===== config.mk =====
export PLATFORM = sky130hd
export DESIGN_NAME = amm2lb
export DESIGN_NICKNAME = d
export VERILOG_FILES = /design/src/rtl/amm2lb_pkg.sv /design/src/rtl/amm2lb.sv
export SDC_FILE = /design/constraint.sdc
export NUM_CORES = 1
export LEC_CHECK = 0
export CORE_MARGIN = 4
export CORE_UTILIZATION = 45
export DETAILED_ROUTE_END_ITERATION = 12
export GPL_TIMING_DRIVEN = 0
export PLACE_DENSITY_LB_ADDON = 0.25
export SKIP_CTS_REPAIR_TIMING = 1
export SYNTH_ARGS = -nofsm -noshare
export SYNTH_HDL_FRONTEND = slang
export SYNTH_SLANG_ARGS = --single-unit

===== constraint.sdc =====
create_clock -name clk -period 3.2 [get_ports clk]
set_input_delay 0.8 -clock clk [delete_from_list [all_inputs] [get_ports clk]]
set_output_delay 0.8 -clock clk [all_outputs]
set_load 0.02 [all_outputs]

===== src/rtl/amm2lb_pkg.sv =====
// Shared types and constants for the Avalon-MM to local-bus bridge.
package amm2lb_pkg;

  typedef enum logic [1:0] {
    IDLE = 2'd0,
    WR   = 2'd1,
    RD   = 2'd2
  } state_t;

  localparam logic [31:0] ERR_DATA_DEFAULT = 32'hDEADBEEF;

endpackage


===== src/rtl/amm2lb.sv =====
// Avalon-MM slave to simple local register bus bridge, one transaction in flight,
// with an ack timeout so a silent local slave cannot hang the master.
module amm2lb
  import amm2lb_pkg::*;
#(
  parameter int ADDR_W = 16,
  parameter int DATA_W = 32,
  parameter int STRB_W = DATA_W / 8,
  parameter int TIMEOUT = 255,
  parameter logic [DATA_W-1:0] ERR_DATA = DATA_W'(ERR_DATA_DEFAULT)
) (
  input  logic              clk,
  input  logic              reset,
  input  logic [ADDR_W-1:0] address,
  input  logic              read_s,
  input  logic              write_s,
  input  logic [DATA_W-1:0] writedata,
  input  logic [STRB_W-1:0] byteenable,
  output logic [DATA_W-1:0] readdata,
  output logic              readdatavalid,
  output logic              waitrequest,
  output logic [ADDR_W-1:0] lb_addr,
  output logic [DATA_W-1:0] lb_wdata,
  output logic [STRB_W-1:0] lb_wstrb,
  output logic              lb_wen,
  input  logic              lb_wready,
  output logic              lb_ren,
  input  logic [DATA_W-1:0] lb_rdata,
  input  logic              lb_rvalid,
  output logic              err,
  output state_t            dbg_state
);

  localparam int CNT_W = (TIMEOUT > 0) ? $clog2(TIMEOUT + 1) : 1;

  // Handshake: the master's request is taken on any rising edge where read_s or
  // write_s is high while waitrequest is low; local acks count only while the
  // matching lb_wen/lb_ren is high.
  state_t              r_state;
  logic [CNT_W-1:0]    r_cnt;
  logic [ADDR_W-1:0]   r_addr;
  logic [DATA_W-1:0]   r_wdata;
  logic [STRB_W-1:0]   r_wstrb;
  logic                r_wen;
  logic                r_ren;
  logic [DATA_W-1:0]   r_rdata;
  logic                r_rdv;
  logic                r_err;
  logic                w_timeout;

  // The counter holds TIMEOUT-1 on the TIMEOUT-th cycle the request is up.
  assign w_timeout = (TIMEOUT != 0) && (r_cnt == CNT_W'(TIMEOUT - 1));

  always_ff @(posedge clk or negedge reset) begin
    if (!reset) begin
      r_state <= IDLE;
      r_cnt   <= '0;
      r_addr  <= '0;
      r_wdata <= '0;
      r_wstrb <= '0;
      r_wen   <= 1'b0;
      r_ren   <= 1'b0;
      r_rdata <= '0;
      r_rdv   <= 1'b0;
      r_err   <= 1'b0;
    end else begin
      r_rdv <= 1'b0;
      r_err <= 1'b0;
      case (r_state)
        IDLE: begin
          r_cnt <= '0;
          if (write_s) begin
            r_addr  <= address;
            r_wdata <= writedata;
            r_wstrb <= byteenable;
            r_wen   <= 1'b1;
            r_state <= WR;
            // A read colliding with a write is answered with error data at once.
            if (read_s) begin
              r_err   <= 1'b1;
              r_rdv   <= 1'b1;
              r_rdata <= ERR_DATA;
            end
          end else if (read_s) begin
            r_addr  <= address;
            r_ren   <= 1'b1;
            r_state <= RD;
          end
        end
        WR: begin
          if (lb_wready) begin
            r_wen   <= 1'b0;
            r_state <= IDLE;
          end else if (w_timeout) begin
            r_wen   <= 1'b0;
            r_err   <= 1'b1;
            r_state <= IDLE;
          end else if (r_cnt != '1) begin
            r_cnt <= r_cnt + 1'b1;
          end
        end
        RD: begin
          if (lb_rvalid) begin
            r_rdata <= lb_rdata;
            r_rdv   <= 1'b1;
            r_ren   <= 1'b0;
            r_state <= IDLE;
          end else if (w_timeout) begin
            r_rdata <= ERR_DATA;
            r_rdv   <= 1'b1;
            r_err   <= 1'b1;
            r_ren   <= 1'b0;
            r_state <= IDLE;
          end else if (r_cnt != '1) begin
            r_cnt <= r_cnt + 1'b1;
          end
        end
        default: r_state <= IDLE;
      endcase
    end
  end

  assign waitrequest   = (r_state != IDLE);
  assign readdata      = r_rdata;
  assign readdatavalid = r_rdv;
  assign lb_addr       = r_addr;
  assign lb_wdata      = r_wdata;
  assign lb_wstrb      = r_wstrb;
  assign lb_wen        = r_wen;
  assign lb_ren        = r_ren;
  assign err           = r_err;
  assign dbg_state     = r_state;

endmodule


==> out/results.env <==
MAX_SLEW.WORST_PIN.SLEW_NS=0.765
FIRST_GLOBAL_VIAS=3231
REPORT.FINAL.HOLD_VIOL_COUNT=0
TRACK_USAGE_PCT=20.7
LAYOUT-DRIVE-GT1-SHARE_PCT=14.1
NETLIST_AREA_MM2=0.00395
PLACED_AREA_MM2=0.00590
FINAL_CELL_MIX='179 x sky130_fd_sc_hd__clkdlybuf4s50_1, 98 x sky130_fd_sc_hd__dfrtp_1, 34 x sky130_fd_sc_hd__mux2_2, 25 x sky130_fd_sc_hd__o22a_1, 18 x sky130_fd_sc_hd__mux2_1'
WORST_EP_ARRIVAL_TIME_NS=1.86
POWER.SHARE.CLOCK_PCT=15.3
FINALMAXSLEWVIOLATIONS=0
TIMING.HOLD.WORST.CLASS='flop to flop'
POWER_FRAC_COMB_PCT=49.2
SYNTHCELLS=279
ANTENNA_NETS_POST_ROUTE=0
POWER.SEQUENTIAL.FRACTION_PCT=35.6
H-TREE-DEPTH=3
DR.PASS1.ITERS=4
FINAL_WORST_PATH_PERIOD_SHARE_PCT=83.2
FLOORPLAN.CORE_AREA_MM2=0.00838
POWER.NET_SWITCHING_W=0.00196
CRIT_FANOUT=7
NETS_FINISH=567
CRIT_TYPE='flop to output pin'
RSZ_0062_RAISED_AFTER_GLOBAL_ROUTING='false'
FINAL_AREA_MM2=0.00611
START_UTIL_PCT=47.1
GRT_ANTENNA_BEFORE_REPAIR=0
FMAX_MHz=376
DIEHEIGHT_UM=102
FINISH.CELL_COUNT_WITHOUT_FILLERS=580
YOSYS_REGISTER_BITS=98
IO_PINS=181
GRT_FIRST_PASS_WIRELENGTH_MM=16.4
PLACEMENT.IO_BUFFERS=180
ANTENNA_CELLS_INSERTED=0
FINALWORSTPATHREQUIREDPERIOD_NS=2.66
FINAL.SETUP_SKEW_NS=0.00940
GRT_START_MAX_NET_PINS=61
POWER.IR.VDD_WORST_V=0.000497
CTS_INSERTED_BUFFERS=9
CTS_NUM_SINKS=98
SETUP_TOTAL_NEG_SLACK_NS=0
DRT-VIAS-PER-INSTANCE=5.21
POWER_DENSITY_mW_PER_MM2=891
MAX_CAP_VIOL_COUNT=0
ITERATION_0_DRC_COUNT_OF_THE_DETAILED_ROUTER=84
ROUTE.DETAILED.DRC=0
SYNTH_FP_NETS=375
AVERAGE_INSTANCE_AREA_AFTER_SYNTHESIS_UM2=14.2
DIE_W_UM=102
RUN_STATUS='finished, final reports clean'
GLOBALROUTEOVERFLOWTOTAL=0
LAYOUT.CELLS.MOST_COMMON='sky130_fd_sc_hd__clkdlybuf4s50_1'
CRIT_PATH_END_KIND='output pin'
CELLLEAKAGEPOWER_nW=2.47
CLK_TRANSITION_REPORTED_PATHS_NS=0.09
SYNTH_SEQUENTIAL_AREA_RATIO_PCT=62.1
ROUTE.FINAL.WIRE_LENGTH_MM=10.5
MAX_SLEW_HEADROOM_AT_THE_WORST_PIN_PCT=49.0
MAX-CLOCK-PATH-BUFFERS=2
GP_ROUTABILITY_CONGESTION=0.803
CTS_TREE='yes'
SWITCHING_SHARE_PCT=36.0
CLK_ROOT_BUFFER_CELL='sky130_fd_sc_hd__clkbuf_8'
WORST-ENDPOINT-REQUIRED_NS=2.40
ROWS=33
PLACEDCELLCOUNT=565
CP-START-KIND='flop'
CLOCK_LATENCY_NS=0.35
NETLIST-CELL-TYPE-COUNT=42
TOTAL_DESIGN_POWER_W=0.00545
DP_HPWL_MM=8.13
DIEAREA_MM2=0.0103
FINAL-SETUP-VIOL-COUNT=0
FINAL.FILL_COUNT=586
TOTAL_INTERNAL_POWER_W=0.00349
AVERAGE_WIRE_PER_CELL_IN_THE_ROUTED_DESIGN_UM=18.1
ROUTE.VIAS.TOTAL=3024
SYN_TO_FINAL_GROWTH_PCT=54.7
SYNTH-WARNING-COUNT=0
[cell usage after synthesis (all sizes together)]
cell type | instances | area share, %
o21ai | 8 | 1.2
a31oi | 4 | 0.63
nand3 | 7 | 0.89
buf | 10 | 1.7
nor3 | 1 | 0.13
o31ai | 2 | 0.38
nand2b | 1 | 0.16
mux2 | 52 | 15
o32ai | 1 | 0.22
nand4 | 2 | 0.70
o2111ai | 1 | 0.22
a221oi | 1 | 0.67
ha | 6 | 1.9
dfrtp | 98 | 62
and2 | 2 | 0.38
nor2b | 2 | 0.32
o22a | 25 | 5.5
o32a | 1 | 0.25
nor2 | 10 | 0.95
a22o | 8 | 1.8
a221o | 1 | 0.25
o22ai | 1 | 0.16
or4 | 1 | 0.19
o41ai | 1 | 0.22
o21bai | 1 | 0.19
and2b | 1 | 0.19
o211ai | 3 | 0.57
o311ai | 2 | 0.44
a2bb2oi | 1 | 0.22
and3 | 1 | 0.16
nand2 | 7 | 0.67
inv | 9 | 0.85
clkbuf | 2 | 0.19
a21oi | 6 | 0.76
[per-stage QoR]
step                      hold slack [ns]  util [%]  worst slack [ns]
after CTS                           0.499      72.9             0.512
final                               0.493      72.9             0.538
after global routing                0.519      72.9             0.436
after global placement              0.469      70.2             -2.18
after floorplan                     0.504         -              1.29
after detailed placement            0.477      70.4             0.452
[state kept, by name, summed over array words and instances, names as in the netlist]
register / count
dbg_state: 2
err: 1
lb_addr: 16
lb_ren: 1
lb_wdata: 32
lb_wen: 1
lb_wstrb: 4
r_cnt: 8
readdata: 32
readdatavalid: 1
[power by group through the flow]
stage               clock, W  combinational [W]  sequential (W)
CTS                 0.000860            0.00271         0.00194
global route        0.000904            0.00284         0.00200
global placement           0            0.00265         0.00193
floorplan                  0           0.000843         0.00250
detailed placement         0            0.00271         0.00196
finish              0.000831            0.00268         0.00194
[critical path: stages, from the launching register on]
cell	delay, ns
sky130_fd_sc_hd__dfrtp_1	0.41
sky130_fd_sc_hd__inv_1	0.09
sky130_fd_sc_hd__ha_1	0.29
sky130_fd_sc_hd__inv_1	0.11
sky130_fd_sc_hd__clkdlybuf4s50_1	0.61
[cell type report]
type / count / area (µm²) / share of cell area, %
clock inverter: 3 / 46.3 / 0.757
tap: 105 / 131 / 2.15
multi-input combinational: 160 / 1390 / 22.7
inverter: 9 / 33.8 / 0.553
buffer: 12 / 76.3 / 1.25
sequential: 98 / 2450 / 40.1
timing repair buffer: 181 / 1820 / 29.8
clock buffer: 12 / 165 / 2.70
[final timing paths]
| kind | startpoint | to | slack [ns] | cells past startpoint |
|---|---|---|---|---|
| max | dbg_state[0]$_DFFE_PN0P_ | waitrequest | 0.54 | 4 |
| min | readdata[31]$_DFFE_PN0P_ | readdata[31]$_DFFE_PN0P_ | 0.49 | 1 |
| max reg2reg | dbg_state[0]$_DFFE_PN0P_ | readdata[19]$_DFFE_PN0P_ | 1.15 | 7 |
| min reg2reg | readdata[31]$_DFFE_PN0P_ | readdata[31]$_DFFE_PN0P_ | 0.49 | 1 |
| max in group asynchronous | reset | lb_addr[3]$_DFFE_PN0P_ | 2.00 | 2 |
| min in group asynchronous | reset | lb_wdata[19]$_DFFE_PN0P_ | 0.52 | 1 |
[cells by family after synthesis]
family | count (synthesis) | share of synthesized area, %
compound gates | 67 | 13.7
flops | 98 | 62.1
buf+inv | 21 | 2.79
fa+ha+maj | 6 | 1.90
mux | 52 | 14.8
simple gates | 35 | 4.72
[routing by layer]
layer	wire (µm)	vias to the layer above	global-route usage, %
met3	827	12	4.89
met4	167	0	7.16
met1	4140	1469	24.2
met5	0	-	0
met2	5340	129	37.2
li1	-	1414	-
(Power assumes the default switching activity.)
